[src/rtl/minmax_scan_ctrl.sv]
// Burst min/max scanner: walks a valid/ready sample stream and tracks the extreme
// values and their first-occurrence indices using one shared magnitude comparator.

module mag_cmp4 (
  input  logic [3:0] a,
  input  logic [3:0] b,
  output logic       eq,
  output logic       gt,
  output logic       lt
);
  assign eq = (a == b);
  assign gt = (a > b);
  assign lt = (a < b);
endmodule

// state   | meaning
// IDLE    | waiting for start with a non-zero len
// FIRST   | accept sample 0, seeds max/min directly
// WAIT    | accept next sample into smp/sidx
// CMP_MAX | comparator b = max_val, update max on greater
// CMP_MIN | comparator b = min_val, update min on lesser
// DONE    | one-cycle done pulse, results final
module minmax_scan_ctrl #(
  parameter int CNT_W = 4
) (
  input  logic             clk,
  input  logic             rst,
  input  logic             start,
  input  logic [CNT_W-1:0] len,
  input  logic             in_valid,
  input  logic [3:0]       in_data,
  output logic             in_ready,
  output logic             busy,
  output logic             done,
  output logic [3:0]       max_val,
  output logic [CNT_W-1:0] max_idx,
  output logic [3:0]       min_val,
  output logic [CNT_W-1:0] min_idx
);

  typedef enum logic [2:0] {
    IDLE    = 3'd0,
    FIRST   = 3'd1,
    WAIT    = 3'd2,
    CMP_MAX = 3'd3,
    CMP_MIN = 3'd4,
    DONE    = 3'd5
  } state_t;

  state_t           state, state_nxt;
  logic [CNT_W-1:0] len_q;
  logic [CNT_W-1:0] cnt;
  logic [CNT_W-1:0] sidx;
  logic [3:0]       smp;
  logic [3:0]       cmp_b;
  logic             cmp_eq, cmp_gt, cmp_lt;
  logic             upd_max, upd_min;

  assign cmp_b = (state == CMP_MAX) ? max_val : min_val;

  mag_cmp4 u_cmp (
    .a  (smp),
    .b  (cmp_b),
    .eq (cmp_eq),
    .gt (cmp_gt),
    .lt (cmp_lt)
  );

  // ties never update, so the earliest index is kept for both extremes
  assign upd_max = (state == CMP_MAX) && cmp_gt && !cmp_eq;
  assign upd_min = (state == CMP_MIN) && cmp_lt && !cmp_eq;

  always_ff @(posedge clk) begin
    if (rst) begin
      state <= IDLE;
    end else begin
      state <= state_nxt;
    end
  end

  always_comb begin
    state_nxt = state;
    in_ready  = 1'b0;
    busy      = 1'b1;
    done      = 1'b0;
    case (state)
      IDLE: begin
        busy = 1'b0;
        if (start && (len != '0)) state_nxt = FIRST;
      end
      FIRST: begin
        in_ready = 1'b1;
        if (in_valid) state_nxt = (len_q == CNT_W'(1)) ? DONE : WAIT;
      end
      WAIT: begin
        in_ready = 1'b1;
        if (in_valid) state_nxt = CMP_MAX;
      end
      CMP_MAX: state_nxt = CMP_MIN;
      CMP_MIN: state_nxt = (cnt == len_q) ? DONE : WAIT;
      DONE: begin
        done      = 1'b1;
        state_nxt = IDLE;
      end
      default: state_nxt = IDLE;
    endcase
  end

  always_ff @(posedge clk) begin
    if (rst) begin
      len_q   <= '0;
      cnt     <= '0;
      sidx    <= '0;
      smp     <= '0;
      max_val <= '0;
      max_idx <= '0;
      min_val <= '0;
      min_idx <= '0;
    end else begin
      case (state)
        IDLE: begin
          if (start && (len != '0)) begin
            len_q <= len;
            cnt   <= '0;
          end
        end
        FIRST: begin
          if (in_valid) begin
            max_val <= in_data;
            min_val <= in_data;
            max_idx <= '0;
            min_idx <= '0;
            cnt     <= CNT_W'(1);
          end
        end
        WAIT: begin
          if (in_valid) begin
            smp  <= in_data;
            sidx <= cnt;
            cnt  <= cnt + CNT_W'(1);
          end
        end
        default: ;
      endcase
      if (upd_max) begin
        max_val <= smp;
        max_idx <= sidx;
      end
      if (upd_min) begin
        min_val <= smp;
        min_idx <= sidx;
      end
    end
  end

endmodule
[config.mk]
export PLATFORM = sky130hd
export DESIGN_NAME = minmax_scan_ctrl
export DESIGN_NICKNAME = d
export VERILOG_FILES = /design/src/rtl/minmax_scan_ctrl.sv
export SDC_FILE = /design/constraint.sdc
export NUM_CORES = 1
export LEC_CHECK = 0
export ABC_CLOCK_PERIOD_IN_PS = 3800
export CAP_MARGIN = 20
export CORE_MARGIN = 2
export CORE_UTILIZATION = 49
export DETAILED_ROUTE_END_ITERATION = 12
export MAX_ROUTING_LAYER = met4
export PLACE_DENSITY = 0.82
export SLEW_MARGIN = 10
export SYNTH_ARGS = -nofsm -noshare
export SYNTH_HDL_FRONTEND = slang
export SYNTH_SLANG_ARGS = --single-unit
[constraint.sdc]
create_clock -name clk -period 3.8 [get_ports clk]
set_input_delay 1.14 -clock clk [delete_from_list [all_inputs] [get_ports clk]]
set_output_delay 1.14 -clock clk [all_outputs]
set_load 0.02 [all_outputs]
==> run metrics <==
sequential area share after synthesis=~37%; initial cell density of the core=51.59%; Mapped Avg Cell Area=8.690 um2; I/O pin total=31; Worst Path Max Fanout=15; Final Cell Area=between 2000 and 2500 um2; pwr dens=around 510 nW/um2; placed instance area=around 2200 um2; top cell type's share of synthesized area=36.82%; routed wire length on met3=~150 um; Routed Antenna Nets=0; P&R area growth vs syn=19.59%; number of setup violations in the final report=0; core area=3689 um2; routed len/inst=14.53 um; max-slew violations=0; status=completed; Routed WL=4.257 mm; ys async rst share=0%; DR pass1 iterations=4; final global-route overflow total=0; postcts setup bufs=0; max-cap violations=0; Yosys cell types=52; Startpoint Class=flip-flop; worst skew pair latency=0.30 ns; layout cells sized above 1=roughly 14%; RSZ-0062 raised after global routing=false; dpl hpwl=~3.0 mm; fmax=a little over 300 MHz; vias in the first global route=around 1,600; Worst slew margin=58.39%; Worst Setup End Kind=output port; port buffer count=30; largest net degree at the start of global routing=29; Die Wd=around 66 um; Fin. Hold Viols=0; clock transition at the registers of the reported paths=0.08 ns; Synth Cell Area=around 1900 um2; drc violations=0; Net count, final=between 200 and 300; Worst-Margin Slew=between 0.6 and 0.7 ns; top post-synthesis cells by area=dfxtp_1, nand2_1, a21oi_1; top post-synthesis cells by count=nand2_1, dfxtp_1, a21oi_1; Final Cycle Share=85.01%; Post-CTS Resized=0; root buf cell=clkbuf_8; clock skew=around 0.0079 ns; worst vdd ir=around 0.00032 V; full die area=4398 um2; H-tree Lvls=2; number of CTS-inserted buffers=5; row cnt=22; Warnings, synthesis=0; type of the worst setup path=flip-flop to output port; EDFF count, synth=0; WL met2=around 2 mm; syn nets=236; Critical Path RT=~2.7 ns; global placement routability congestion=around 0.87; Setup TNS=0 ns; total track usage=roughly 22%; diode count=0; cell with the most instances after synthesis=nand2_1; via count=around 1,600; Die Y=66.32 um; Yosys reg bits=35; Mapped Cells=roughly 220; Worst Hold Class=flip-flop to flip-flop; Synth Flop Type=dfxtp_1; Yosys top cell by area=dfxtp_1; initial antenna violation count=0; maximum root-to-sink buffer count=2; leak pwr=roughly 0.8 nW; top sig layer=met4; Via density=between 5 and 6; hold_buf cts=0; first-pass GRT wire length=a little over 7 mm; crit path time final=3.230 ns; drt initial violations=approximately 110; met1 wire length=approximately 2 mm; WP data arrival=2.09 ns; CTS tree=done; clock sink count=35
[path summary, 6_finish.rpt]
path,slack [ns],startpoint,endpoint,cells after the start
worst max-delay path,0.57,state[1],in_ready,3
worst min-delay path,0.47,min_idx[1],min_idx[1],2
worst max register to register,0.99,state[2],max_val[0],8
worst min register to register,0.47,min_idx[1],min_idx[1],2
[area by class of cell]
type / count / area, um2
Fill cell: 358 / 1413
Inverter: 3 / 11.26
Timing Repair Buffer: 31 / 307.8
Multi-Input combinational cell: 168 / 1107
Sequential cell: 35 / 700.7
Tap cell: 48 / 60.06
Clock buffer: 5 / 68.82
Clock inverter: 3 / 20.02
[sequential cells by signal, summed over array words and instances (netlist names)]
register / count
cnt: 4
len_q: 4
max_idx: 4
max_val: 4
min_idx: 4
min_val: 4
sidx: 4
smp: 4
state: 3
[routing by layer]
layer | up-vias | global-route usage (%)
met1 | 767 | 25.92
met4 | 0 | 10.20
met5 | - | -
met2 | 36 | 36.38
met3 | 8 | 4.259
li1 | 827 | -
[per-stage QoR]
step | hold WS (ns) | total power, W | std cells | util (%) | setup slack (ns)
2_1_floorplan | 0.4454 | 0.0007929 | 219 | - | 1.517
3_3_place_gp | 0.4549 | 0.0008870 | 285 | 59.29 | 0.9195
3_5_place_dp | 0.4606 | 0.0008961 | 285 | 59.29 | 0.8573
4_1_cts | 0.4714 | 0.001172 | 293 | 61.70 | 0.5783
5_1_grt | 0.4990 | 0.001237 | 293 | 61.70 | 0.4235
6_report | 0.4716 | 0.001165 | 293 | 61.70 | 0.5697
[cells by family (layout without fill, tap and decap cells)]
family / count (synthesis) / after routing / synth area share (%)
simple gates: 99 / 99 / 27.02
flops: 35 / 35 / 36.82
xor+xnor: 4 / 4 / 1.841
compound gates: 56 / 56 / 23.87
buf+inv: 16 / 42 / 4.996
fa+ha+maj: 5 / 5 / 3.287
mux: 4 / 4 / 2.170
[worst max-delay path, stage by stage, from the launching register on]
cell,delay [ns]
dfxtp_1,0.70
nand2b_1,0.25
a21oi_1,0.21
clkdlybuf4s50_1,0.63
[layout by cell type (no fill, tap or decap), types with 3 or more instances in the layout]
cell type        instances
a21oi_1                 25
a311oi_2                 8
clkbuf_8                 5
clkdlybuf4s50_1         30
dfxtp_1                 35
ha_1                     5
mux2i_1                  3
nand2_1                 47
nand2b_1                 4
nand3_1                  9
nor2_1                  15
nor3_1                   4
o21a_1                   3
o21ai_0                  5
xor2_1                   4
[power by group]
part | internal (W) | switching (W) | total, W
Combinational | 0.000183 | 0.000237 | 0.000420
Sequential | 0.000403 | 0.0000675 | 0.000471
Clock | 0.000127 | 0.000147 | 0.000275
(Power assumes the default switching activity.)
